**src/rtl/interp_pkg.sv**
```systemverilog
// Shared state encodings and block geometry for the luma block interpolation sequencer.
package interp_pkg;

   localparam logic [2:0] ST_IDLE  = 3'd0;
   localparam logic [2:0] ST_FETCH = 3'd1;
   localparam logic [2:0] ST_VERT  = 3'd2;
   localparam logic [2:0] ST_DRAIN = 3'd3;
   localparam logic [2:0] ST_DONE  = 3'd4;

   localparam int N_ROWS      = 15;
   localparam int N_VERT      = 32;
   localparam int SEL_H_FIRST = 3;
   localparam int SEL_H_LAST  = 10;
   localparam int SEL_V_BASE  = 15;

endpackage

```
**src/rtl/interp_tag_pipe.sv**
```systemverilog
// FILT_LAT-deep shift of {vld, sel} that tracks ops through the filter pipeline.
// The last stage doubles as the output-filler strobe/select register.
module interp_tag_pipe
   import interp_pkg::*;
#(
   parameter int FILT_LAT = 4
)(
   input  logic       clock,
   input  logic       reset_L,
   input  logic       i_vld,
   input  logic [7:0] i_sel,
   output logic       o_vld,
   output logic [7:0] o_sel,
   output logic       o_empty_next
);

   logic [FILT_LAT-1:0] r_vld;
   logic [7:0]          r_sel [FILT_LAT];

   // sel only advances with a valid tag so the output select holds between writes
   always_ff @(posedge clock or negedge reset_L) begin
      if (!reset_L) begin
         r_vld <= '0;
         for (int i = 0; i < FILT_LAT; i++) r_sel[i] <= '0;
      end else begin
         r_vld[0] <= i_vld;
         if (i_vld) r_sel[0] <= i_sel;
         for (int i = 1; i < FILT_LAT; i++) begin
            r_vld[i] <= r_vld[i-1];
            if (r_vld[i-1]) r_sel[i] <= r_sel[i-1];
         end
      end
   end

   // True when nothing will remain in flight after the output stage drains this cycle
   always_comb begin
      o_empty_next = ~i_vld;
      for (int i = 0; i < FILT_LAT - 1; i++) begin
         if (r_vld[i]) o_empty_next = 1'b0;
      end
   end

   assign o_vld = r_vld[FILT_LAT-1];
   assign o_sel = r_sel[FILT_LAT-1];

endmodule

```
**src/rtl/interp_block_sequencer.sv**
```systemverilog
// Sequences one 8x8 luma block: 15 row fetches (horizontal ops), 32 vertical ops,
// drain of the filter pipeline, then a valid/ready handoff downstream.
module interp_block_sequencer
   import interp_pkg::*;
#(
   parameter int ADDR_W    = 16,
   parameter int ROW_PITCH = 64,
   parameter int FILT_LAT  = 4
)(
   input  logic              clock,
   input  logic              reset_L,
   input  logic              i_start,
   input  logic [ADDR_W-1:0] i_blk_addr,
   output logic              o_busy,
   output logic              o_rd_req,
   output logic [ADDR_W-1:0] o_rd_addr,
   input  logic              i_rd_gnt,
   input  logic              i_rd_valid,
   output logic              o_sr_load_L,
   output logic              o_filt_vld,
   output logic              o_filt_vert,
   output logic [1:0]        o_filt_phase,
   output logic              o_of_load_L,
   output logic [7:0]        o_of_sel,
   output logic              o_out_valid,
   input  logic              i_out_ready,
   output logic              o_err
);

   logic [2:0]        r_state;
   logic [2:0]        w_state_next;
   logic [3:0]        r_issued;
   logic [3:0]        r_returned;
   logic [4:0]        r_v;
   logic [ADDR_W-1:0] r_base;
   logic              r_err;
   logic              w_issue;
   logic              w_row_ld;
   logic              w_empty_next;
   logic [7:0]        w_tag_sel;
   logic              w_tag_out_vld;

   always_ff @(posedge clock or negedge reset_L) begin
      if (!reset_L) r_state <= ST_IDLE;
      else          r_state <= w_state_next;
   end

   always_comb begin
      w_state_next = r_state;
      case (r_state)
         ST_IDLE:  if (i_start) w_state_next = ST_FETCH;
         ST_FETCH: if (w_row_ld && r_returned == 4'(N_ROWS - 1)) w_state_next = ST_VERT;
         ST_VERT:  if (r_v == 5'(N_VERT - 1)) w_state_next = ST_DRAIN;
         ST_DRAIN: if (w_empty_next) w_state_next = ST_DONE;
         ST_DONE:  if (i_out_ready) w_state_next = ST_IDLE;
         default:  w_state_next = ST_IDLE;
      endcase
   end

   always_comb begin
      o_busy       = (r_state != ST_IDLE);
      o_rd_req     = (r_state == ST_FETCH) && (r_issued < 4'(N_ROWS));
      w_row_ld     = (r_state == ST_FETCH) && i_rd_valid && (r_returned < 4'(N_ROWS));
      o_sr_load_L  = ~w_row_ld;
      o_filt_vert  = (r_state == ST_VERT);
      o_filt_vld   = w_row_ld | o_filt_vert;
      o_filt_phase = o_filt_vert ? r_v[4:3] : 2'b00;
      o_out_valid  = (r_state == ST_DONE);
   end

   assign w_issue   = o_rd_req & i_rd_gnt;
   assign o_rd_addr = r_base + ADDR_W'(r_issued) * ADDR_W'(ROW_PITCH);
   assign w_tag_sel = o_filt_vert ? (8'(SEL_V_BASE) + {3'b000, r_v}) : {4'b0000, r_returned};

   // Any read return that is not a legitimate row load is flagged until reset
   always_ff @(posedge clock or negedge reset_L) begin
      if (!reset_L) begin
         r_issued   <= '0;
         r_returned <= '0;
         r_v        <= '0;
         r_base     <= '0;
         r_err      <= 1'b0;
      end else begin
         if (r_state == ST_IDLE && i_start) begin
            r_base     <= i_blk_addr;
            r_issued   <= '0;
            r_returned <= '0;
            r_v        <= '0;
         end else begin
            if (w_issue)     r_issued   <= r_issued + 4'd1;
            if (w_row_ld)    r_returned <= r_returned + 4'd1;
            if (o_filt_vert) r_v        <= r_v + 5'd1;
         end
         if (i_rd_valid && !w_row_ld) r_err <= 1'b1;
      end
   end

   assign o_err = r_err;

   interp_tag_pipe #(
      .FILT_LAT (FILT_LAT)
   ) u_tag_pipe (
      .clock        (clock),
      .reset_L      (reset_L),
      .i_vld        (o_filt_vld),
      .i_sel        (w_tag_sel),
      .o_vld        (w_tag_out_vld),
      .o_sel        (o_of_sel),
      .o_empty_next (w_empty_next)
   );

   assign o_of_load_L = ~w_tag_out_vld;

endmodule
```
**config.mk**
```make
export PLATFORM = sky130hd
export DESIGN_NAME = interp_block_sequencer
export DESIGN_NICKNAME = d
export VERILOG_FILES = /design/src/rtl/interp_pkg.sv /design/src/rtl/interp_tag_pipe.sv /design/src/rtl/interp_block_sequencer.sv
export SDC_FILE = /design/constraint.sdc
export NUM_CORES = 1
export LEC_CHECK = 0
export BUFFER_PORTS_ARGS = -buffer_cell sky130_fd_sc_hd__buf_4
export CAP_MARGIN = 20
export CORE_MARGIN = 4
export CORE_UTILIZATION = 50
export CTS_BUF_LIST = sky130_fd_sc_hd__clkbuf_16
export DETAILED_ROUTE_END_ITERATION = 10
export MAX_ROUTING_LAYER = met4
export PLACE_DENSITY = 0.73
export SYNTH_ARGS = -nofsm -noshare
export SYNTH_HDL_FRONTEND = slang
export SYNTH_SLANG_ARGS = --single-unit
```
**constraint.sdc**
```tcl
create_clock -name clock -period 5.8 [get_ports clock]
set_input_delay 1.45 -clock clock [delete_from_list [all_inputs] [get_ports clock]]
set_output_delay 1.45 -clock clock [all_outputs]
set_load 0.02 [all_outputs]
```
==> impl_metrics.csv, run 1 <==
group,metric,value,unit
floorplan,die-area,0.007280,mm2
worst_setup_path,reg2reg_slack,4.00,ns
finish,diodes,0,
power,total_power,2055,uW
synthesis,synthMostInstantiatedCell,"nand2_1",
worst_setup_path,reg2reg_to,"r_v[3]$_DFFE_PN0P_",
synthesis,ys.flop_type,"dfrtp_1",
detailed_routing,viasPerCell,5.164,
power,sw_frac_of_total,35.98,%
floorplan,fp.dieW,85.32,um
power,comb_power_share,38.1,%
synthesis,synth_top_cells_by_count,"65 x nand2_1, 61 x dfrtp_1, 18 x mux2_2",
global_routing,antenna_found_initial,0,
clock_tree,clockBufferDepth,2,
detailed_routing,antenna_left,0,
worst_hold_path,hold_path_class,"reg -> reg",
timing,fin_crit_sh,65.58,%
floorplan,io_pins,56,
worst_setup_path,worstSetupStartpointType,"input pin",
synthesis,ys_seq_elements,61,
synthesis,yosysWarnings,0,
power,vdd_ir_drop_max,0.0002794,V
clock_tree,clk_pin_slew,0.05,ns
floorplan,core,0.005642,mm2
timing,worstMarginPinSlew,0.7569,ns
synthesis,synthCells,290,
synthesis,synth_area_leaders,"dfrtp_1 51%, nand2_1 8.2%, mux2_2 6.8%",
detailed_routing,wl,5678,um
power,p_leak,0.001808,uW
placement,place_congestion,0.8922,
detailed_routing,drt_iter0_drc,91,
power,p_per_area,567.8,mW/mm2
worst_setup_path,critPathMaxFanout,13,
clock_tree,cts_resized,0,
timing,tns,0,ns
power,p_switching,739.4,uW
finish,area_growth,21.10,%
placement,io_buffers,53,
timing,setup_violations,0,
clock_tree,cts_hold_buf,0,
finish,final_nets,364,
finish,drive_gt1_share,27.68,%
placement,hpwl,4069,um
synthesis,netlist_area,0.002989,mm2
global_routing,grt_max_degree,62,
power,seq_power_share,35.1,%
floorplan,initial_core_util,52.98,%
worst_setup_path,path_class,"in -> out",
timing,max_freq,262.9,MHz
clock_tree,htreeDepth,3,
worst_setup_path,rr_worst_depth,6,
worst_hold_path,hold_end,"o_err$_DFFE_PN0P_",
timing,relSlewSlack,49.54,%
synthesis,synth-edff-count,0,
synthesis,yosysUniqueCellTypes,43,
power,pwr-share-clk,26.9,%
outcome,outcome,"finished clean",
worst_setup_path,critPathArrivalTime,2.35,ns
global_routing,grtUsageTotal,17.24,%
clock_tree,tritoncts,"yes",
timing,fin_skew,0.003209,ns
finish,nFillCells,451,
worst_setup_path,cp-end-kind,"primary output",
floorplan,rows,27,
clock_tree,cts_setup_buffers,0,
detailed_routing,vias,2107,
power,internal_power,1316,uW
job,drv_cap,0,
synthesis,synth_top_area_share,51.07,%
clock_tree,clock_sinks,61,
timing,drv_slew,0,
synthesis,async_reset_ff_share,100.0,%
timing,min_period,3.803,ns
synthesis,yosysTopAreaCell,"dfrtp_1",
clock_tree,clk-insertion-delay-late,0.32,ns
floorplan,fp.dieH,85.32,um
synthesis,synth-seq-area-share,51.07,%
worst_setup_path,r2r_start,"r_state[2]$_DFFE_PN0P_",
worst_hold_path,hold_path_depth,1,
global_routing,grt_first_pass_wirelength,9666,um
detailed_routing,firstDrtPassIters,4,
detailed_routing,drcViolationCount,0,
timing,grt_setup_unrepaired,"no",
worst_setup_path,crit_required,4.35,ns
clock_tree,cts_buffers,9,
clock_tree,root_buffer,"clkbuf_16",
synthesis,synth_area_per_cell,10.31,um2
timing,finalHoldViolCount,0,
global_routing,grt_pass1_vias,2082,
worst_hold_path,hold_start,"o_err$_DFFE_PN0P_",
detailed_routing,routedWlPerCell,13.92,um
global_routing,overflow,0,
cell families (layout without fill, tap and decap cells):
kind of cell	Yosys count	after routing	synth area share, %
AO/OA/AOI/OAI	28	28	5.861
buffers and inverters	38	83	7.785
other	1	2	0.1255
multiplexers	21	21	7.786
XOR/XNOR	14	14	4.102
flip-flops	61	61	51.07
AND/OR/NAND/NOR	116	116	18.42
adder cells (fa/ha/maj)	11	11	4.856
worst max-delay path by stage:
stage | start | to | cells past startpoint
floorplan | i_rd_valid | o_filt_vld | 4
global placement | i_rd_valid | o_filt_vld | 5
detailed placement | i_rd_valid | o_filt_vld | 5
CTS | i_rd_valid | o_filt_vld | 5
global route | i_rd_valid | o_filt_vld | 5
finish | i_rd_valid | o_filt_vld | 5
critical path: stages:
cell,delay [ns]
buf_4,0.12
and4bb_2,0.26
nand2_2,0.23
nand2_1,0.11
buf_4,0.18
cell type report:
type	count	area (um2)	area share [%]
Timing Repair Buffer	54	405.4	11.20
Inverter	13	48.80	1.348
Tap cell	72	90.09	2.489
Clock inverter	7	90.09	2.489
Sequential cell	61	1526	42.17
Multi-Input combinational cell	192	1234	34.08
Clock buffer	9	225.2	6.222
through the flow:
step	instances	utilization, %	hold WS, ns	setup slack [ns]	area, um2
after CTS	408	64.16	0.4763	1.991	3620
after detailed placement	392	58.57	0.4623	1.993	3304
after global routing	408	64.16	0.4973	1.936	3620
final	408	64.16	0.4723	1.997	3620
after global placement	392	58.57	0.4456	2.004	3304
after floorplan	291	-	0.3487	2.202	2993
layer usage:
layer  up-vias  global-route usage [%]  routed length (um)
met1      1018                   21.12                2593
li1       1034                       -                   -
met4         0                   7.770                  76
met2        50                   27.05                2683
met5         -                       -                   0
met3         5                   4.078                 325
power by group through the flow:
| stage | Sequential (uW) | Combinational (uW) | Clock (uW) |
|---|---|---|---|
| floorplan | 664 | 628 | 0 |
| global placement | 720 | 769 | 0 |
| detailed placement | 728 | 789 | 0 |
| CTS | 721 | 794 | 565 |
| global route | 745 | 858 | 590 |
| finish | 721 | 782 | 552 |
registers in the layout, summed over array words and instances, names as in the netlist:
register,flops
r_returned,4
r_issued,4
r_base,16
o_err,1
r_state,3
u_tag_pipe.o_sel,6
u_tag_pipe.r_vld,4
r_v,5
u_tag_pipe.r_sel,18
placed cells by master (no fill, tap or decap), types with 2 or more instances in the layout:
| master | synthesis | final |
|---|---|---|
| clkinvlp_4 | 0 | 2 |
| and2_1 | 3 | 3 |
| o41ai_1 | 2 | 2 |
| inv_1 | 12 | 12 |
| clkbuf_16 | 0 | 9 |
| nand3_1 | 16 | 16 |
| clkinv_2 | 0 | 3 |
| buf_4 | 15 | 54 |
| and3_1 | 3 | 3 |
| conb_1 | 1 | 2 |
| a21oi_1 | 8 | 8 |
| nor2_1 | 10 | 10 |
| xor2_1 | 4 | 4 |
| dfrtp_1 | 61 | 61 |
| nor3_1 | 5 | 5 |
| xnor2_1 | 10 | 10 |
| nand4_1 | 3 | 3 |
| mux2i_1 | 3 | 3 |
| nand2_1 | 65 | 65 |
| ha_1 | 10 | 10 |
| o211ai_1 | 2 | 2 |
| nor2b_1 | 2 | 2 |
| mux2_2 | 18 | 18 |
| bufinv_16 | 0 | 2 |
| o21ai_0 | 8 | 8 |
Note: power is estimated with default switching activity, not from simulation.
==> run 2: changes to the inputs <==
- clock period: 5.8 -> 3.7 ns (I/O delays scaled with it)
==> impl_metrics.csv, run 2 (synthesized netlist as in run 1, its figures left out) <==
group,metric,value,unit
finish,diodes,0,
power,internal_power,2057,uW
clock_tree,clock_sinks,61,
placement,place_congestion,0.8522,
worst_setup_path,worstSetupStartpointType,"flop",
timing,fin_crit_sh,81.39,%
placement,io_buffers,53,
worst_setup_path,critPathArrivalTime,2.09,ns
worst_setup_path,cp-startpoint,"r_issued[0]$_DFFE_PN0P_",
finish,post-route-util,64.03,%
finish,mostFrequentLayoutCells,"65 x nand2_1, 61 x dfrtp_1, 54 x buf_4, 18 x mux2_2, 16 x nand3_1",
worst_setup_path,path_class,"reg -> out",
power,seq_power_share,35.2,%
global_routing,overflow,0,
power,p_switching,1160,uW
clock_tree,clk_pin_slew,0.05,ns
clock_tree,tritoncts,"yes",
global_routing,grt_first_pass_wirelength,10080,um
worst_setup_path,r2r_start,"r_state[2]$_DFFE_PN0P_",
detailed_routing,routedWlPerCell,14.25,um
timing,finalHoldViolCount,0,
timing,fin_skew,0.006871,ns
floorplan,fp.dieH,85.32,um
clock_tree,root_buffer,"clkbuf_16",
floorplan,initial_core_util,52.98,%
power,vdd_ir_drop_max,0.0004196,V
detailed_routing,drt_iter0_drc,102,
outcome,outcome,"finished clean",
timing,drv_slew,0,
timing,setup_violations,0,
clock_tree,cts_buffers,9,
worst_setup_path,crit_required,2.77,ns
placement,dpl_cell_area,0.003304,mm2
detailed_routing,vias,2127,
timing,worstMarginPinSlew,0.7383,ns
clock_tree,cts_resized,0,
floorplan,io_pins,56,
detailed_routing,wl,5812,um
power,total_power,3217,uW
clock_tree,clockBufferDepth,2,
power,p_per_area,890.5,mW/mm2
finish,final_nets,364,
floorplan,rows,27,
power,p_leak,0.001819,uW
timing,grt_setup_unrepaired,"no",
finish,fin_area,0.003612,mm2
detailed_routing,viasPerCell,5.213,
worst_hold_path,hold_start,"o_err$_DFFE_PN0P_",
power,pwr-share-clk,26.7,%
clock_tree,cts_setup_buffers,0,
worst_setup_path,cp-end-kind,"primary output",
floorplan,die-area,0.007280,mm2
finish,largest_reg_flops,18,
worst_hold_path,hold_path_class,"reg -> reg",
floorplan,fp.dieW,85.32,um
clock_tree,clk-insertion-delay-late,0.32,ns
job,drv_cap,0,
finish,largest-register,"u_tag_pipe.r_sel",
finish,area_growth,20.85,%
finish,drive_gt1_share,27.08,%
clock_tree,cts_hold_buf,0,
finish,nFillCells,466,
global_routing,grt_max_degree,62,
power,comb_power_share,38.1,%
worst_setup_path,critPathMaxFanout,4,
finish,final_common_cell,"nand2_1",
global_routing,grtUsageTotal,18.02,%
clock_tree,htreeDepth,3,
detailed_routing,drcViolationCount,0,
timing,tns,0,ns
detailed_routing,antenna_left,0,
floorplan,core,0.005642,mm2
timing,relSlewSlack,50.78,%
global_routing,grt_pass1_vias,2120,
detailed_routing,firstDrtPassIters,4,
finish,final-seq-area,0.001526,mm2
finish,multiInputGateArea,0.001234,mm2
timing,min_period,3.011,ns
placement,hpwl,4018,um
global_routing,antenna_found_initial,0,
timing,max_freq,332.1,MHz
timing,whs,0.4690,ns
power,sw_frac_of_total,36.05,%
-- run 2: changes by cell type in the layout (fill, tap and decap cells not counted) --
cell        delta
clkinvlp_4     -2
inv_1          +2
-- run 2: routing by layer --
layer | vias to the layer above | track usage [%] | wire length (um)
li1 | 1036 | - | -
met1 | 1008 | 22.98 | 2594
met2 | 68 | 26.06 | 2711
met3 | 15 | 3.786 | 333
met4 | 0 | 11.22 | 172
met5 | - | - | 0
-- run 2: cell type report --
type / count / share of cell area, %
Clock inverter: 7 / 2.286
Timing Repair Buffer: 54 / 11.22
Sequential cell: 61 / 42.26
Inverter: 13 / 1.351
Multi-Input combinational cell: 192 / 34.15
Clock buffer: 9 / 6.235
Tap cell: 72 / 2.494
-- run 2: path summary, 6_finish.rpt --
kind                                           to  slack, ns  cells past startpoint
max in group asynchronous      r_v[2]$_DFFE_PN0P_       2.54                      1
setup reg to reg               r_v[3]$_DFFE_PN0P_       1.89                      6
min in group asynchronous  r_base[13]$_DFFE_PN0P_       0.66                      1
hold reg to reg                 o_err$_DFFE_PN0P_       0.47                      1
setup / recovery                    o_rd_addr[12]       0.69                      8
hold / removal                  o_err$_DFFE_PN0P_       0.47                      1
-- run 2: critical path, cell delays in order, from the launching register on --
cell	delay (ns)
dfrtp_1	0.41
ha_1	0.19
inv_1	0.05
fa_1	0.40
nor2b_1	0.15
o31a_1	0.18
nand2_1	0.08
xnor2_1	0.13
buf_4	0.16
-- run 2: power by group through the flow --
| stage | logic [uW] | registers [uW] | clock network (uW) |
|---|---|---|---|
| 4_1_cts | 1250 | 1130 | 877 |
| 2_1_floorplan | 984 | 1040 | 0 |
| 5_1_grt | 1360 | 1170 | 910 |
| 6_report | 1230 | 1130 | 858 |
| 3_3_place_gp | 1210 | 1130 | 0 |
| 3_5_place_dp | 1230 | 1140 | 0 |
-- run 2: stage by stage --
stage,std cells,setup slack (ns)
6_report,408,0.6886
3_3_place_gp,392,0.9541
4_1_cts,408,0.6554
2_1_floorplan,291,1.045
5_1_grt,408,0.4929
3_5_place_dp,392,0.9322
